**config.mk**
```make
export PLATFORM = sky130hd
export DESIGN_NAME = dp_alu_seq_flat
export DESIGN_NICKNAME = d
export VERILOG_FILES = /design/src/rtl/dp_alu_seq_if.sv /design/src/rtl/dp_alu_seq.sv /design/src/flat_wrapper.sv
export SDC_FILE = /design/constraint.sdc
export NUM_CORES = 1
export LEC_CHECK = 0
export ABC_AREA = 1
export ABC_CLOCK_PERIOD_IN_PS = 2100
export CORE_AREA = 2 2 164 166
export DETAILED_ROUTE_END_ITERATION = 10
export DIE_AREA = 0 0 166 168
export PLACE_DENSITY_LB_ADDON = 0.2
export SYNTH_ARGS = -nofsm -noshare
export SYNTH_HDL_FRONTEND = slang
export SYNTH_SLANG_ARGS = --single-unit
```
**constraint.sdc**
```tcl
create_clock -name nGCLK -period 2.1 [get_ports nGCLK]
set_input_delay 0.42 -clock nGCLK [delete_from_list [all_inputs] [get_ports nGCLK]]
set_output_delay 0.42 -clock nGCLK [all_outputs]
set_load 0.01 [all_outputs]
```
**src/rtl/dp_alu_seq_if.sv**
```systemverilog
// Command, ALU and result bus of the data-processing sequencer.
// The sequencer sits on the slave side; the issuing stage, ALU and consumer sit on the master side.
interface dp_alu_seq_if;
  localparam int unsigned DATA_W = 64;
  localparam int unsigned OP_W   = 4;
  localparam int unsigned NZCV_W = 4;

  logic              cmd_valid;
  logic              cmd_ready;
  logic [OP_W-1:0]   cmd_op;
  logic [OP_W-1:0]   cmd_cond;
  logic              cmd_s;
  logic              cmd_long;
  logic [DATA_W-1:0] cmd_a;
  logic [DATA_W-1:0] cmd_b;
  logic              cmd_shc;

  logic [DATA_W-1:0] alu_op1;
  logic [DATA_W-1:0] alu_op2;
  logic [OP_W-1:0]   alu_ctrl;
  logic              alu_c;
  logic [DATA_W-1:0] alu_result;
  logic [NZCV_W-1:0] alu_flags;

  logic              res_valid;
  logic              res_ready;
  logic [DATA_W-1:0] res_data;
  logic              res_wen;

  logic [NZCV_W-1:0] flags;
  logic              flags_ld;
  logic [NZCV_W-1:0] flags_in;

  modport slave (
    input  cmd_valid, cmd_op, cmd_cond, cmd_s, cmd_long, cmd_a, cmd_b, cmd_shc,
    output cmd_ready,
    output alu_op1, alu_op2, alu_ctrl, alu_c,
    input  alu_result, alu_flags,
    output res_valid, res_data, res_wen,
    input  res_ready,
    output flags,
    input  flags_ld, flags_in
  );

  modport master (
    output cmd_valid, cmd_op, cmd_cond, cmd_s, cmd_long, cmd_a, cmd_b, cmd_shc,
    input  cmd_ready,
    input  alu_op1, alu_op2, alu_ctrl, alu_c,
    output alu_result, alu_flags,
    input  res_valid, res_data, res_wen,
    output res_ready,
    input  flags,
    output flags_ld, flags_in
  );
endinterface

```
**src/rtl/dp_alu_seq.sv**
```systemverilog
// ARM data-processing sequencer: condition check, one or two ALU passes,
// result handshake and NZCV register maintenance.
module dp_alu_seq (
  input  logic        nGCLK,
  input  logic        nRESET,
  dp_alu_seq_if.slave bus
);
  localparam int unsigned WORD_W = 32;
  localparam int unsigned DATA_W = 64;
  localparam int unsigned OP_W   = 4;
  localparam int unsigned NZCV_W = 4;

  localparam logic [OP_W-1:0] OP_SUB = 4'h2;
  localparam logic [OP_W-1:0] OP_ADD = 4'h4;
  localparam logic [OP_W-1:0] OP_ADC = 4'h5;
  localparam logic [OP_W-1:0] OP_SBC = 4'h6;

  typedef enum logic [1:0] {IDLE, EXEC, LONG_HI, HOLD} state_e;

  state_e              state_q, state_d;
  logic [OP_W-1:0]     op_q, op_d;
  logic                s_q, s_d;
  logic                long_q, long_d;
  logic                shc_q, shc_d;
  logic [WORD_W-1:0]   a_hi_q, a_hi_d;
  logic [WORD_W-1:0]   b_hi_q, b_hi_d;
  logic                cmd_ready_q, cmd_ready_d;
  logic                res_valid_q, res_valid_d;
  logic [DATA_W-1:0]   res_data_q, res_data_d;
  logic                res_wen_q, res_wen_d;
  logic [NZCV_W-1:0]   flags_q, flags_d;
  logic [DATA_W-1:0]   alu_op1_q, alu_op1_d;
  logic [DATA_W-1:0]   alu_op2_q, alu_op2_d;
  logic [OP_W-1:0]     alu_ctrl_q, alu_ctrl_d;
  logic                alu_c_q, alu_c_d;

  // Only the low word and its carry-out come back from the ALU.
  logic unused_alu_hi_c;
  assign unused_alu_hi_c = ^bus.alu_result[DATA_W-1:WORD_W+1];

  function automatic logic cond_pass(input logic [OP_W-1:0] c, input logic [NZCV_W-1:0] f);
    logic n, z, cy, v;
    {n, z, cy, v} = f;
    case (c)
      4'h0:    cond_pass = z;
      4'h1:    cond_pass = !z;
      4'h2:    cond_pass = cy;
      4'h3:    cond_pass = !cy;
      4'h4:    cond_pass = n;
      4'h5:    cond_pass = !n;
      4'h6:    cond_pass = v;
      4'h7:    cond_pass = !v;
      4'h8:    cond_pass = cy && !z;
      4'h9:    cond_pass = !cy || z;
      4'hA:    cond_pass = (n == v);
      4'hB:    cond_pass = (n != v);
      4'hC:    cond_pass = !z && (n == v);
      4'hD:    cond_pass = z || (n != v);
      4'hE:    cond_pass = 1'b1;
      default: cond_pass = 1'b0;
    endcase
  endfunction

  // TST, TEQ, CMP, CMN: flags only, no destination write.
  function automatic logic is_cmp(input logic [OP_W-1:0] op);
    is_cmp = (op[3:2] == 2'b10);
  endfunction

  function automatic logic is_arith(input logic [OP_W-1:0] op);
    case (op)
      4'h2, 4'h3, 4'h4, 4'h5, 4'h6, 4'h7, 4'hA, 4'hB: is_arith = 1'b1;
      default:                                        is_arith = 1'b0;
    endcase
  endfunction

  always_comb begin
    state_d     = state_q;
    op_d        = op_q;
    s_d         = s_q;
    long_d      = long_q;
    shc_d       = shc_q;
    a_hi_d      = a_hi_q;
    b_hi_d      = b_hi_q;
    cmd_ready_d = cmd_ready_q;
    res_valid_d = res_valid_q;
    res_data_d  = res_data_q;
    res_wen_d   = res_wen_q;
    flags_d     = flags_q;
    alu_op1_d   = alu_op1_q;
    alu_op2_d   = alu_op2_q;
    alu_ctrl_d  = alu_ctrl_q;
    alu_c_d     = alu_c_q;

    unique case (state_q)
      IDLE: begin
        if (bus.cmd_valid) begin
          op_d        = bus.cmd_op;
          s_d         = bus.cmd_s;
          long_d      = bus.cmd_long && (bus.cmd_op == OP_ADD || bus.cmd_op == OP_SUB);
          shc_d       = bus.cmd_shc;
          a_hi_d      = bus.cmd_a[DATA_W-1:WORD_W];
          b_hi_d      = bus.cmd_b[DATA_W-1:WORD_W];
          cmd_ready_d = 1'b0;
          res_data_d  = '0;
          res_wen_d   = 1'b0;
          if (cond_pass(bus.cmd_cond, flags_q)) begin
            // ALU inputs are registered here so they are stable for the whole EXEC cycle.
            state_d    = EXEC;
            res_wen_d  = !is_cmp(bus.cmd_op);
            alu_op1_d  = DATA_W'(bus.cmd_a[WORD_W-1:0]);
            alu_op2_d  = DATA_W'(bus.cmd_b[WORD_W-1:0]);
            alu_ctrl_d = bus.cmd_op;
            alu_c_d    = flags_q[1];
          end else begin
            state_d     = HOLD;
            res_valid_d = 1'b1;
          end
        end
      end
      EXEC: begin
        res_data_d[WORD_W-1:0] = bus.alu_result[WORD_W-1:0];
        if (long_q) begin
          // High pass chains the low-word carry through ADC/SBC.
          state_d    = LONG_HI;
          alu_op1_d  = DATA_W'(a_hi_q);
          alu_op2_d  = DATA_W'(b_hi_q);
          alu_ctrl_d = (op_q == OP_ADD) ? OP_ADC : OP_SBC;
          alu_c_d    = bus.alu_result[WORD_W];
        end else begin
          state_d     = HOLD;
          res_valid_d = 1'b1;
          if (s_q || is_cmp(op_q)) begin
            flags_d = is_arith(op_q) ? bus.alu_flags
                                     : {bus.alu_flags[3:2], shc_q, flags_q[0]};
          end
        end
      end
      LONG_HI: begin
        res_data_d[DATA_W-1:WORD_W] = bus.alu_result[WORD_W-1:0];
        state_d     = HOLD;
        res_valid_d = 1'b1;
        if (s_q) begin
          flags_d = {bus.alu_result[WORD_W-1],
                     (bus.alu_result[WORD_W-1:0] == '0) && (res_data_q[WORD_W-1:0] == '0),
                     bus.alu_flags[1:0]};
        end
      end
      HOLD: begin
        if (bus.res_ready) begin
          state_d     = IDLE;
          res_valid_d = 1'b0;
          cmd_ready_d = 1'b1;
        end
      end
      default: state_d = IDLE;
    endcase

    // A direct MSR write takes priority over any sequencer update.
    if (bus.flags_ld) flags_d = bus.flags_in;
  end

  always_ff @(posedge nGCLK) begin
    if (!nRESET) begin
      state_q     <= IDLE;
      op_q        <= '0;
      s_q         <= 1'b0;
      long_q      <= 1'b0;
      shc_q       <= 1'b0;
      a_hi_q      <= '0;
      b_hi_q      <= '0;
      cmd_ready_q <= 1'b1;
      res_valid_q <= 1'b0;
      res_data_q  <= '0;
      res_wen_q   <= 1'b0;
      flags_q     <= '0;
      alu_op1_q   <= '0;
      alu_op2_q   <= '0;
      alu_ctrl_q  <= '0;
      alu_c_q     <= 1'b0;
    end else begin
      state_q     <= state_d;
      op_q        <= op_d;
      s_q         <= s_d;
      long_q      <= long_d;
      shc_q       <= shc_d;
      a_hi_q      <= a_hi_d;
      b_hi_q      <= b_hi_d;
      cmd_ready_q <= cmd_ready_d;
      res_valid_q <= res_valid_d;
      res_data_q  <= res_data_d;
      res_wen_q   <= res_wen_d;
      flags_q     <= flags_d;
      alu_op1_q   <= alu_op1_d;
      alu_op2_q   <= alu_op2_d;
      alu_ctrl_q  <= alu_ctrl_d;
      alu_c_q     <= alu_c_d;
    end
  end

  assign bus.cmd_ready = cmd_ready_q;
  assign bus.res_valid = res_valid_q;
  assign bus.res_data  = res_data_q;
  assign bus.res_wen   = res_wen_q;
  assign bus.flags     = flags_q;
  assign bus.alu_op1   = alu_op1_q;
  assign bus.alu_op2   = alu_op2_q;
  assign bus.alu_ctrl  = alu_ctrl_q;
  assign bus.alu_c     = alu_c_q;
endmodule

```
**src/flat_wrapper.sv**
```systemverilog
// flat-port wrapper written by rule: the top's interface ports become plain ports
module dp_alu_seq_flat 
  (nGCLK, nRESET, bus_cmd_valid, bus_cmd_op, bus_cmd_cond, bus_cmd_s, bus_cmd_long, bus_cmd_a, bus_cmd_b, bus_cmd_shc, bus_cmd_ready, bus_alu_op1, bus_alu_op2, bus_alu_ctrl, bus_alu_c, bus_alu_result, bus_alu_flags, bus_res_valid, bus_res_data, bus_res_wen, bus_res_ready, bus_flags, bus_flags_ld, bus_flags_in);
  dp_alu_seq_if bus_i ();
  input  logic nGCLK;
  input  logic nRESET;
  input wire logic [$bits(bus_i.cmd_valid)-1:0] bus_cmd_valid;
  input wire logic [$bits(bus_i.cmd_op)-1:0] bus_cmd_op;
  input wire logic [$bits(bus_i.cmd_cond)-1:0] bus_cmd_cond;
  input wire logic [$bits(bus_i.cmd_s)-1:0] bus_cmd_s;
  input wire logic [$bits(bus_i.cmd_long)-1:0] bus_cmd_long;
  input wire logic [$bits(bus_i.cmd_a)-1:0] bus_cmd_a;
  input wire logic [$bits(bus_i.cmd_b)-1:0] bus_cmd_b;
  input wire logic [$bits(bus_i.cmd_shc)-1:0] bus_cmd_shc;
  output wire logic [$bits(bus_i.cmd_ready)-1:0] bus_cmd_ready;
  output wire logic [$bits(bus_i.alu_op1)-1:0] bus_alu_op1;
  output wire logic [$bits(bus_i.alu_op2)-1:0] bus_alu_op2;
  output wire logic [$bits(bus_i.alu_ctrl)-1:0] bus_alu_ctrl;
  output wire logic [$bits(bus_i.alu_c)-1:0] bus_alu_c;
  input wire logic [$bits(bus_i.alu_result)-1:0] bus_alu_result;
  input wire logic [$bits(bus_i.alu_flags)-1:0] bus_alu_flags;
  output wire logic [$bits(bus_i.res_valid)-1:0] bus_res_valid;
  output wire logic [$bits(bus_i.res_data)-1:0] bus_res_data;
  output wire logic [$bits(bus_i.res_wen)-1:0] bus_res_wen;
  input wire logic [$bits(bus_i.res_ready)-1:0] bus_res_ready;
  output wire logic [$bits(bus_i.flags)-1:0] bus_flags;
  input wire logic [$bits(bus_i.flags_ld)-1:0] bus_flags_ld;
  input wire logic [$bits(bus_i.flags_in)-1:0] bus_flags_in;
  assign bus_i.cmd_valid = bus_cmd_valid;
  assign bus_i.cmd_op = bus_cmd_op;
  assign bus_i.cmd_cond = bus_cmd_cond;
  assign bus_i.cmd_s = bus_cmd_s;
  assign bus_i.cmd_long = bus_cmd_long;
  assign bus_i.cmd_a = bus_cmd_a;
  assign bus_i.cmd_b = bus_cmd_b;
  assign bus_i.cmd_shc = bus_cmd_shc;
  assign bus_cmd_ready = bus_i.cmd_ready;
  assign bus_alu_op1 = bus_i.alu_op1;
  assign bus_alu_op2 = bus_i.alu_op2;
  assign bus_alu_ctrl = bus_i.alu_ctrl;
  assign bus_alu_c = bus_i.alu_c;
  assign bus_i.alu_result = bus_alu_result;
  assign bus_i.alu_flags = bus_alu_flags;
  assign bus_res_valid = bus_i.res_valid;
  assign bus_res_data = bus_i.res_data;
  assign bus_res_wen = bus_i.res_wen;
  assign bus_i.res_ready = bus_res_ready;
  assign bus_flags = bus_i.flags;
  assign bus_i.flags_ld = bus_flags_ld;
  assign bus_i.flags_in = bus_flags_in;
  dp_alu_seq u_core (.nGCLK(nGCLK), .nRESET(nRESET), .bus(bus_i));
endmodule
```
* Word-level counts from Yosys, hierarchy flattened
Memories as Yosys holds them, arrays and structs flattened. A register that Yosys moved wholly into a read port is not among the register bits. Cells that the tools add are included.
Cells by class: eq/ne operators 34, mux-type cells 48, reduce and logical (&&, ||, !) cells 30
Operators by type and width (count):
- $mux W64 | 7
- $pmux W64 S2 | 2
- $pmux W32 S2 | 2
- $logic_not A32 Y1 | 2
- $mux W4 | 9
- $eq A4 B4 Y1 const B | 7
- $eq A4 B3 Y1 const B | 6
- $mux W1 | 16
- $pmux W4 S2 | 2
- $pmux W1 S15 | 1
- $eq A4 B2 Y1 const B | 3
- $reduce_and A4 Y1 | 3
- $mux W2 | 5
- $ne A3 B2 Y1 const B | 3
- $eq A2 B2 Y1 const B | 4
- $ne A2 B2 Y1 const B | 4
- $pmux W2 S4 | 1
- $reduce_and A2 Y1 | 4
- $reduce_bool A2 Y1 | 3
- $logic_not A1 Y1 | 5
- $reduce_and A5 Y1 | 1
- $eq A4 B1 Y1 const B | 1
- $logic_and A1 B1 Y1 | 4
- $logic_not A4 Y1 | 1
- 11 further kinds | 16
Word-level totals: word-level logic and storage cells 131, bits in registers 277, memories kept 1, ROM bits 16, input port bits 216, output and inout bits 204
Memories:
- (no name shown) | depth 16, width 1, rd ports 1, clocked after Yosys merged registers in 1, write ports 0, RTL line dp_alu_seq.sv:70 | case (op)

* Depth between registers and ports, before layout
Gate-level depths: netlist of the first run.
depth in word-level cells 10, mapped depth 15, depth with buffers taken out 13

* Worst setup path before layout of the first run
Ideal clock, no wire load.
path kind register to register, start register u_core.state_q[0], end register u_core.alu_op1_q[10] (netlist: u_core.bus.alu_op1[10]), required time 1.987 ns, clock period less this slack 1.782 ns, stages on the path, launching flop included 13, buffers on the path 3, setup time 0.113 ns, slack 0.318 ns, arrival time 1.670 ns, cells stage by stage dfxtp_1 > inv_1 > ha_1 > buf_2 > nand2_1 > o21ai_1 > inv_2 > nor2_4 > nand2_2 > buf_6 > buf_6 > nor2_1 > nor2_1
Between the ends: word-level cells in the longest chain between the ends 3, elaborated cells between the ends (all ways) 8, classes of those cells eq/ne (4); mux (1); reduce/logical (3)
RTL lines:
- start: declaration | RTL line dp_alu_seq.sv:20 | state_e state_q, state_d;
- start signal: assignment | RTL line dp_alu_seq.sv:181 | state_q <= state_d;
- $eq A2 B1 Y1 or $logic_not A2 Y1 (tied branches) | RTL line dp_alu_seq.sv:94 | unique case (state_q)
- $ne A2 B1 Y1 (no line), or another cell as far along
- $reduce_and A4 Y1 (no line)
- end signal: assignment | RTL line dp_alu_seq.sv:193 | alu_op1_q <= alu_op1_d;
- end: declaration | RTL line dp_alu_seq.sv:32 | logic [DATA_W-1:0] alu_op1_q, alu_op1_d;
Parallel ways exist; a longest one is shown, timed or not. A chain may end at the register's enable or synchronous reset.

* Final worst setup path of the first run
start register u_core.state_q[1], end register u_core.res_data_q[53] (netlist: u_core.bus.res_data[53])
Between the ends: word-level cells in the longest chain between the ends 3, elaborated cells between the ends (all ways) 6, classes of those cells eq/ne (2); mux (1); reduce/logical (3)
RTL lines:
- $eq A2 B2 Y1 or $logic_not A2 Y1 (tied branches) | RTL line dp_alu_seq.sv:94
- $reduce_bool A2 Y1 (no line) or $ne A2 B2 Y1 (tied branches)
- $reduce_and A2 Y1 (no line)
- end signal: assignment | RTL line dp_alu_seq.sv:190 | res_data_q <= res_data_d;
- end: declaration | RTL line dp_alu_seq.sv:29 | logic [DATA_W-1:0] res_data_q, res_data_d;
Parallel ways exist; a longest one is shown, timed or not.

==> metrics.cfg, run 1 <==
[logic_synthesis]
synth_largest_type_area_fraction_pct = 43.4
synth_area_per_cell_sq_um = 6.60
synth_cell_type_count = 28
ys_ff_latch = 214
synth_largest_area_cell = dfxtp_1
seq_area_frac_synth_pct = 43.4
netlist_area_sq_um = 9870
post_synth_main_area_contributors = dfxtp_1, nand2_1, nor2_1
yosys_warnings = 0
syn-instance-count = 1496

[die]
die_height_um = 168
boundaryPins = 420
die_footprint_sq_um = 27900
initial_utilization_pct = 37.5
design.core.area_sq_um = 26400
num_rows = 60
floorplan.die.width_um = 166

[worst_hold_path]
holdCritStartpoint = nRESET
holdPathEnd = u_core.bus.cmd_ready
worstHoldPathCells = 2
worstHoldPathType = primary input to flop

[power]
design_power_total_w = 0.0184
worst_vdd_rail_ir_drop_uv = 823
power_density_nw_per_um2 = 1320
p_leak_nw = 6.16

[timing]
hold_viol_final = 0
timing.setup.tns_ns = 0
setup_violations = 0
post-route-period-util_pct = 92.6
worst_slew_pin_tran_ns = 0.656
max_freq_mhz = 514
skew_ns = 0.0105
period_needed_ns = 1.95
timing.max_slew.rel_slack_pct = 55.8
rsz0062_at_grt = false
timing.final.max_slew_violations = 0

[outcome]
status = finished, final reports clean

[cells_and_area]
layout-drive-gt1-share_pct = 4.34
area_growth_from_synthesis_to_layout_pct = 41.4
nNetsFinal = 2004

[place]
routabilityCongestion = 0.823
hpwl_after_detailed_placement_um = 20700
port_buffers = 324

[grt]
grt_pass1_vias = 9229
grt_pass1_wl_um = 48600
grt_antenna_before_repair = 4
grt_max_degree = 104
aggregate_global_route_resource_usage_pct = 21.1
overflow = 0

[worst_setup_path]
crit_fanout = 39
crit_cells = 9
setup.worst_path.start_class = flop
path_buf_inv = 4
worst-endpoint-required_ns = 2.53
worst_setup_path_end_kind = flop
crit_path_max_incr_delay_ns = 0.40
critical_path.cell_chain = inv_1 > ha_1 > nand2_2 > buf_12 > o21ai_0 > inv_1 > buf_12 > nand2_1 > a21oi_1
worstRegToRegCells = 9
capture_instance_of_the_worst_register_to_register_path = u_core.bus.res_data[53]
criticalPathCategory = flop to flop
arrival_ns = 2.38
cp_slowest_cell = dfxtp_1
cp_top_family = buffers and inverters
worst-r2r-setup-slack_ns = 0.15
r2r-start = u_core.state_q[1]

[clock_network]
h_tree_levels = 1
clock_tree.root_cell = clkbuf_16
worst_setup_hold_path_clk_slew_ns = 0.06
cts-buffers-inserted = 23
cts_hold_buf = 0
clk_path_buf_depth = 3
post-cts-setup-buffer-count = 0
numClockSinks = 214
clk_latency_ns = 0.52
clock_tree_from_tritoncts = built
ctsResizeCount = 0

[routing]
route.detailed.vias_per_inst = 4.62
route.vias.total = 9895
drt_iter0_drc = 658
final_antenna_net_count = 0
drt_first_pass_iters = 7
wl_per_cell_um = 14.5
drt-total-wl_um = 31100
route.detailed.drc = 0

[job]
number_of_max_capacitance_violations_reported = 0

[cell usage in the layout, fill, tap and decap left out, types with 5 or more instances in the layout]
| cell type | n |
|---|---|
| buf_12 | 10 |
| nand4_1 | 5 |
| nand3_1 | 80 |
| conb_1 | 64 |
| o21ai_0 | 84 |
| a21oi_1 | 89 |
| dfxtp_1 | 214 |
| clkbuf_1 | 7 |
| clkdlybuf4s50_1 | 323 |
| nor2_1 | 316 |
| buf_4 | 20 |
| clkbuf_8 | 5 |
| nor3_1 | 6 |
| inv_1 | 86 |
| nand2_1 | 435 |
| clkbuf_16 | 24 |
| inv_2 | 5 |
[cell type report]
| type | count | area, sq um |
|---|---|---|
| repair buffers | 354 | 3610 |
| fillers | 2602 | 12400 |
| well taps | 341 | 427 |
| clock buffers | 35 | 671 |
| inverters | 91 | 342 |
| diodes | 3 | 7.51 |
| multi-input cells | 1100 | 4600 |
| flip-flops and latches | 214 | 4280 |
| clock inverters | 4 | 23.8 |
[flip-flops by register name, summed over array words and instances (netlist names), named ones only]
name                  cells
u_core.bus.alu_op1       32
u_core.bus.alu_ctrl       4
u_core.long_q             1
u_core.s_q                1
u_core.bus.alu_op2       32
u_core.shc_q              1
u_core.op_q               4
u_core.bus.alu_c          1
u_core.a_hi_q            32
u_core.bus.flags          4
u_core.b_hi_q            32
u_core.bus.res_valid      1
u_core.state_q            2
u_core.bus.cmd_ready      1
u_core.bus.res_data      64
u_core.bus.res_wen        1
[metrics by stage]
| stage | hold slack [ns] | utilization (%) | worst slack (ns) | cells | instance area (sq um) |
|---|---|---|---|---|---|
| 6_report | 0.331 | 53.0 | 0.154 | 2142 | 14000 |
| 2_1_floorplan | 0.424 | - | 0.318 | 1559 | 10100 |
| 4_1_cts | 0.310 | 52.8 | 0.0919 | 2138 | 13900 |
| 5_1_grt | 0.347 | 53.0 | 0.0364 | 2142 | 14000 |
| 3_3_place_gp | 0.438 | 50.2 | -0.218 | 2099 | 13200 |
| 3_5_place_dp | 0.441 | 50.2 | -0.301 | 2099 | 13200 |
[synth_stat cells]
cell      instances
buf_6            11
nor3_1            6
a21oi_2           1
inv_1            87
o31ai_1           1
xor2_1            1
nand4_1           5
nor2_4            2
o21a_1            2
o21ai_0          84
conb_1            1
o21ai_1           1
dfxtp_1         214
mux2i_1           1
ha_1              4
a21oi_1          89
inv_2             4
buf_2             4
clkbuf_1         61
nand2_2           1
buf_1            14
o211ai_1          2
nand3_4           1
nand2_1         436
buf_4            64
nand3_1          80
nor2_1          316
or2_2             3
[worst max-delay path by stage]
stage / startpoint / end / slack [ns]
after global routing: u_core.state_q[1] / u_core.bus.alu_op1[24] / 0.04
after detailed placement: bus_cmd_cond[0] / u_core.bus.alu_op1[1] / -0.30
after floorplan: u_core.state_q[0] / u_core.bus.alu_op1[10] / 0.32
final: u_core.state_q[1] / u_core.bus.res_data[53] / 0.15
after global placement: bus_cmd_cond[3] / u_core.bus.alu_op2[27] / -0.22
after CTS: u_core.state_q[1] / u_core.bus.res_data[53] / 0.09
[per-layer routing]
| layer | global-route usage (%) | vias up | share of wire (%) |
|---|---|---|---|
| li1 | - | 5077 | - |
| met5 | 0 | - | 0.042 |
| met2 | 35.5 | 359 | 47 |
| met4 | 8.17 | 2 | 3.6 |
| met3 | 6.04 | 65 | 7.8 |
| met1 | 25.6 | 4392 | 42 |
[worst register-to-register path: cells and delay by family (launching register included)]
family / cells / cell delay (ns)
flip-flops: 1 / 0.40
AND/OR/NAND/NOR: 2 / 0.26
adder cells (fa/ha/maj): 1 / 0.28
buffers and inverters: 4 / 0.66
AO/OA/AOI/OAI: 2 / 0.27
[where the power goes]
part	internal (W)	leakage [nW]	switching (W)	total, W
registers	0.00531	1.76	0.000668	0.00598
logic	0.00367	4.06	0.00496	0.00863
clock network	0.00219	0.344	0.00164	0.00382
[cell families after synthesis]
kind of cell,Yosys count,share of synthesized area [%]
other cells,1,0.0380
compound gates,180,9.29
fa+ha+maj,4,0.507
mux,1,0.101
flops,214,43.4
buf+inv,245,12.6
simple gates,850,33.9
xor+xnor,1,0.0887
No activity file was read; power rests on OpenSTA's default activity.
==> inputs of run 2 (changes only) <==
--- a/config.mk
+++ b/config.mk
@@ -7,9 +7,9 @@
 export LEC_CHECK = 0
 export ABC_AREA = 1
 export ABC_CLOCK_PERIOD_IN_PS = 2100
-export CORE_AREA = 2 2 164 166
+export CORE_ASPECT_RATIO = 1.4
+export CORE_UTILIZATION = 35
 export DETAILED_ROUTE_END_ITERATION = 10
-export DIE_AREA = 0 0 166 168
 export PLACE_DENSITY_LB_ADDON = 0.2
 export SYNTH_ARGS = -nofsm -noshare
 export SYNTH_HDL_FRONTEND = slang
==> run 2 against run 1 <==
First-iteration DRC count decreased by 42%; sequential power about the same; sequential cell count unchanged; global-route usage increased by 0.35 points; worst hold slack got worse by 0.074 ns; maximum frequency increased by 0.63%; cell area increased by 0.76%; clock power increased by 4%; via count increased by 0.62%; sequential share of layout area decreased by 0.23 points; largest cell class unchanged.
==> metrics.cfg, run 2 (same netlist as run 1, synthesis figures left out) <==
[grt]
grt_max_degree = 104  ; unchanged
overflow = 0  ; unchanged
grt_pass1_wl_um = 49200  ; +1.3%
grt_antenna_before_repair = 1  ; -3
grt_pass1_vias = 9515  ; +3.1%
aggregate_global_route_resource_usage_pct = 21.4  ; +0.35 points

[timing]
timing.setup.tns_ns = 0  ; unchanged
skew_ns = 0.00690  ; -0.00363 ns
worst_slew_pin_tran_ns = 0.603  ; -0.0535 ns
hold_viol_final = 0  ; unchanged
period_needed_ns = 1.93  ; -0.0122 ns
timing.final.max_slew_violations = 0  ; unchanged
setup_violations = 0  ; unchanged
post-route-period-util_pct = 92.1  ; -0.58 points
rsz0062_at_grt = false
timing.max_slew.rel_slack_pct = 59.8  ; +4.0 points
max_freq_mhz = 517  ; +0.63%

[power]
p_leak_nw = 6.20  ; +0.70%
worst_vdd_rail_ir_drop_uv = 704  ; -14%
power_density_nw_per_um2 = 1330  ; +0.44%
design_power_total_w = 0.0186  ; +1.2%

[die]
floorplan.die.width_um = 144  ; -13%
design.core.area_sq_um = 27700  ; +5.0%
die_height_um = 201  ; +19%
boundaryPins = 420  ; unchanged
num_rows = 72  ; +20%
initial_utilization_pct = 35.7  ; -1.8 points
die_footprint_sq_um = 28900  ; +3.6%

[worst_setup_path]
worst-endpoint-required_ns = 1.68  ; -0.85 ns
r2r-start = u_core.state_q[0]
crit_path_max_incr_delay_ns = 0.67  ; +0.27 ns
path_buf_inv = 1  ; -3
crit_fanout = 2  ; -95%
criticalPathCategory = flop to output pin
setup.worst_path.start_class = flop
cp_top_family = buffers and inverters
critPathLaunch = u_core.bus.alu_ctrl[0]
critical_path.cell_chain = clkdlybuf4s50_1
worst_setup_path_end_kind = output pin
arrival_ns = 1.51  ; -0.87 ns
cp_slowest_cell = clkdlybuf4s50_1

[place]
hpwl_after_detailed_placement_um = 21700  ; +5.1%
detailed_place.area_sq_um = 13300  ; +0.82%
routabilityCongestion = 0.822  ; -0.15%
port_buffers = 324  ; unchanged

[cells_and_area]
layout_common_cells = nand2_1, clkdlybuf4s50_1, nor2_1, dfxtp_1, a21oi_1
largest_register_ff_count = 64  ; unchanged
final_common_cell = nand2_1
area_growth_from_synthesis_to_layout_pct = 42.5
nNetsFinal = 2011  ; +0.35%
finish.instance_area_sq_um = 14100  ; +0.76%
layout.core_utilization_pct = 50.9  ; -2.1 points
insertedDiodeCount = 0  ; -3
filler_cell_count = 2758  ; +6.0%
layout-drive-gt1-share_pct = 4.88  ; +0.54 points

[routing]
drt_iter0_drc = 383  ; -42%
final_antenna_net_count = 0  ; unchanged
drt-total-wl_um = 31600  ; +1.5%
route.vias.total = 9956  ; +0.62%
route.detailed.drc = 0  ; unchanged
wl_per_cell_um = 14.5  ; about the same
drt_first_pass_iters = 5  ; -2
route.detailed.vias_per_inst = 4.58  ; -0.91%

[clock_network]
clock_tree.root_cell = clkbuf_16
clk_path_buf_depth = 3  ; unchanged
worst_setup_hold_path_clk_slew_ns = 0.06  ; about the same
h_tree_levels = 1  ; unchanged
cts_hold_buf = 0  ; unchanged
cts-buffers-inserted = 23  ; unchanged
clk_latency_ns = 0.51  ; about the same
numClockSinks = 214  ; unchanged
clock_tree_from_tritoncts = built

[outcome]
status = finished, final reports clean

[worst_hold_path]
holdCritStartpoint = nRESET
worstHoldPathType = primary input to flop

[job]
number_of_max_capacitance_violations_reported = 0  ; unchanged

-- run 2: final cells by class --
class / instances / area, sq um / area share (%)
Inverter: 91 / 342 / 2.43
Sequential cell: 214 / 4280 / 30.5
Tap cell: 370 / 463 / 3.29
Multi-Input combinational cell: 1100 / 4600 / 32.7
Clock inverter: 6 / 57.6 / 0.409
Timing Repair Buffer: 361 / 3660 / 26.0
Clock buffer: 33 / 663 / 4.71
-- run 2: final timing paths --
check,end,slack [ns],cells after the start
worst max-delay path,bus_alu_ctrl[0],0.17,1
worst min-delay path,u_core.bus.flags[1],0.26,3
worst min register to register,u_core.op_q[0],0.45,2
worst max register to register,u_core.bus.res_data[42],0.24,9
-- run 2: stage by stage --
step / cells / worst slack, ns / hold slack [ns]
global placement: 2136 / -0.282 / 0.439
finish: 2175 / 0.167 / 0.257
floorplan: 1559 / 0.318 / 0.424
global route: 2175 / 0.0245 / 0.253
CTS: 2175 / 0.0920 / 0.232
detailed placement: 2136 / -0.300 / 0.441
-- run 2: repair_timing --
item                                    CTS  global route
gates resized for setup                   0             2
buffers inserted                          0             0
endpoints found under the setup margin    0             1
endpoints found under the hold margin     0             0
-- run 2: power by group --
| group | leakage, nW | internal, W | switching, W |
|---|---|---|---|
| clock | 0.355 | 0.00230 | 0.00169 |
| combinational | 4.09 | 0.00370 | 0.00499 |
| sequential | 1.76 | 0.00531 | 0.000663 |
| total | 6.20 | 0.0113 | 0.00734 |
-- run 2: routing by layer --
layer	global-route usage (%)	part of all wire (%)	vias to the layer above
met5	0	0.041	-
met4	7.07	3.0	2
met3	6.13	8.9	62
met2	38.6	50	354
met1	23.6	38	4454
li1	-	-	5084
==> inputs of run 3 (changes only) <==
--- a/config.mk
+++ b/config.mk
@@ -11,6 +11,7 @@
 export CORE_UTILIZATION = 35
 export DETAILED_ROUTE_END_ITERATION = 10
 export PLACE_DENSITY_LB_ADDON = 0.2
+export SETUP_SLACK_MARGIN = 0.5
 export SYNTH_ARGS = -nofsm -noshare
 export SYNTH_HDL_FRONTEND = slang
 export SYNTH_SLANG_ARGS = --single-unit
==> run 3 against run 2 <==
Final cell count rose by 2.3%; combinational power rose by 24%; routed wire length is 8.0% higher; via count grew 4.0%; total power up 17%; largest cell class unchanged; highest routed layer is now met4.
==> metrics.cfg, run 3 (same netlist as run 1, synthesis figures left out) <==
[routing]
drt_first_pass_iters = 5  ; unchanged
detailroute.wirelength.met3_um = 2920  ; +4.4%
wl_per_cell_um = 15.3  ; +5.6%
drt-total-wl_um = 34100  ; +8.0%
met2_wirelength_um = 17300  ; +10%
highest_metal_layer_with_signal_wires = met4
route.vias.total = 10400  ; +4.0%
final_antenna_net_count = 0  ; unchanged
drt_iter0_drc = 580  ; +51%
length_of_routed_wiring_on_met1_um = 12700  ; +4.8%
route.detailed.drc = 0  ; unchanged
route.detailed.vias_per_inst = 4.66  ; +1.7%

[worst_setup_path]
worst_setup_path_end_kind = flop
crit_fanout = 5  ; +3
capture_instance_of_the_worst_register_to_register_path = u_core.bus.alu_op2[30]
crit_path_max_incr_delay_ns = 0.39  ; -0.28 ns
setup.worst_path.start_class = flop
worstRegToRegCells = 16  ; +7
criticalPathCategory = flop to flop
r2r-start = u_core.bus.flags[3]
arrival_ns = 2.32  ; +0.81 ns
critical_path.cell_chain = inv_4 > nand2_4 > nand2_2 > nand2_2 > nand2_1 > nand2_1 > nand2_2 > nor2_4 > nand3_4 > nand2_8 > buf_12 > buf_12 > buf_12 > buf_16 > nor2_2 > nor2_1
worst-r2r-setup-slack_ns = 0.24  ; about the same
worst-endpoint-required_ns = 2.56  ; +0.88 ns
cp_slowest_cell = dfxtp_4
cp_top_family = simple AND/OR/NAND/NOR gates
path_buf_inv = 5  ; +4

[die]
die_height_um = 201  ; unchanged
initial_utilization_pct = 35.7  ; unchanged
num_rows = 72  ; unchanged
design.core.area_sq_um = 27700  ; unchanged
die_footprint_sq_um = 28900  ; unchanged
floorplan.die.width_um = 144  ; unchanged
boundaryPins = 420  ; unchanged

[power]
p_leak_nw = 7.10  ; +14%
clock_power_share_pct = 23.0  ; +1.6 points
seq_power_share_pct = 27.7  ; -4.3 points
switching_share_pct = 38.2  ; -1.1 points
net-switching-power_w = 0.00835  ; +14%
comb_power_share_pct = 49.3  ; +2.7 points
power_density_nw_per_um2 = 1440  ; +8.3%
internal-power_w = 0.0135  ; +19%
worst_vdd_rail_ir_drop_uv = 754  ; +7.2%

[cells_and_area]
layout_common_cells = nand2_1, nor2_1, dfxtp_1, clkdlybuf4s50_1, a21oi_1
final_common_cell = nand2_1
finish.instance_area_sq_um = 15200  ; +8.2%
layout-drive-gt1-share_pct = 14.2  ; +9.3 points
area_growth_from_synthesis_to_layout_pct = 54.2
largest_register_ff_count = 64  ; unchanged
layout.core_utilization_pct = 55.0  ; +4.2 points
nNetsFinal = 2052  ; +2.0%

[worst_hold_path]
worstHoldPathType = primary input to flop
holdCritStartpoint = nRESET
worstHoldPathCells = 3  ; unchanged
holdPathEnd = u_core.bus.flags[2]

[grt]
overflow = 0  ; unchanged
grt_pass1_vias = 10000  ; +5.3%
grt_antenna_before_repair = 4  ; +3
grt_max_degree = 79  ; -24%
aggregate_global_route_resource_usage_pct = 23.1  ; +1.7 points
grt_pass1_wl_um = 52900  ; +7.5%

[timing]
skew_ns = 0.0105  ; +0.00364 ns
period_needed_ns = 1.86  ; -0.0745 ns
max_freq_mhz = 538  ; +4.0%
hold_viol_final = 0  ; unchanged
timing.final.max_slew_violations = 0  ; unchanged
post-route-period-util_pct = 88.5  ; -3.5 points
setup_violations = 0  ; unchanged
final.setup.worst_slack_ns = 0.241  ; +0.0745 ns
rsz0062_at_grt = true

[place]
hpwl_after_detailed_placement_um = 21300  ; -2.1%
routabilityCongestion = 0.830  ; +1.0%
detailedPlace.worstSlack_ns = -0.271  ; +0.0291 ns
detailed_place.area_sq_um = 13300  ; -0.30%
port_buffers = 324  ; unchanged

[clock_network]
worst_setup_hold_path_clk_slew_ns = 0.06  ; about the same
cts_hold_buf = 0  ; unchanged
clk_path_buf_depth = 3  ; unchanged
cts-buffers-inserted = 24  ; +4.3%
clock_tree_from_tritoncts = built
clock_tree.root_cell = clkbuf_16
h_tree_levels = 1  ; unchanged
clk_latency_ns = 0.52  ; about the same
numClockSinks = 214  ; unchanged

[job]
number_of_max_capacitance_violations_reported = 0  ; unchanged

[outcome]
status = finished, final reports clean

run 3: power groups by stage:
stage / logic, W / clock network, W / registers, W
after floorplan: 0.00484 / 0 / 0.00636
after global placement: 0.00847 / 0 / 0.00606
after detailed placement: 0.00852 / 0 / 0.00610
after CTS: 0.0103 / 0.00514 / 0.00602
after global routing: 0.0119 / 0.00529 / 0.00620
final: 0.0108 / 0.00503 / 0.00605
run 3: area by class of cell:
type	count	area [sq um]
fillers	2646	12400
multi-input cells	1100	4920
inverters	91	359
clock inverters	12	238
diodes	4	10.0
well taps	370	463
flip-flops and latches	214	4310
repair buffers	401	4200
clock buffers	32	722
run 3: metal layers:
layer,up-vias,global-route usage (%)
met4,0,9.12
li1,5201,-
met5,-,0
met1,4697,25.4
met3,68,6.04
met2,388,41.4
run 3: worst max path at each step:
stage | startpoint | to | slack [ns] | cells past startpoint
floorplan | u_core.state_q[0] | u_core.bus.alu_op1[10] | 0.43 | 12
global placement | bus_cmd_cond[3] | u_core.bus.alu_op2[2] | -0.23 | 13
finish | u_core.bus.flags[3] | u_core.bus.alu_op2[30] | 0.24 | 16
CTS | u_core.bus.flags[0] | u_core.bus.alu_op2[12] | 0.25 | 17
detailed placement | bus_cmd_cond[3] | u_core.bus.alu_op2[7] | -0.27 | 13
global route | u_core.bus.flags[0] | u_core.bus.alu_op2[12] | 0.15 | 17
run 3: stage by stage:
stage / instances / total power [W] / setup TNS [ns] / hold WS [ns]
finish: 2224 / 0.0219 / 0 / 0.227
global route: 2224 / 0.0234 / 0 / 0.231
CTS: 2210 / 0.0214 / 0 / 0.212
detailed placement: 2129 / 0.0146 / -13.63 / 0.454
global placement: 2129 / 0.0145 / -11.43 / 0.439
floorplan: 1559 / 0.0112 / 0 / 0.424
run 3: timing repair:
item	in CTS	in global routing
resized for setup	271	132
endpoints found under the setup margin	341	171
gates cloned	13	1
pin swaps	20	28
buffers inserted	24	9
run 3: tightest hold or removal path: stages:
cell and delay (ns):
buf_4 0.16, o21ai_0 0.08, a21oi_1 0.04
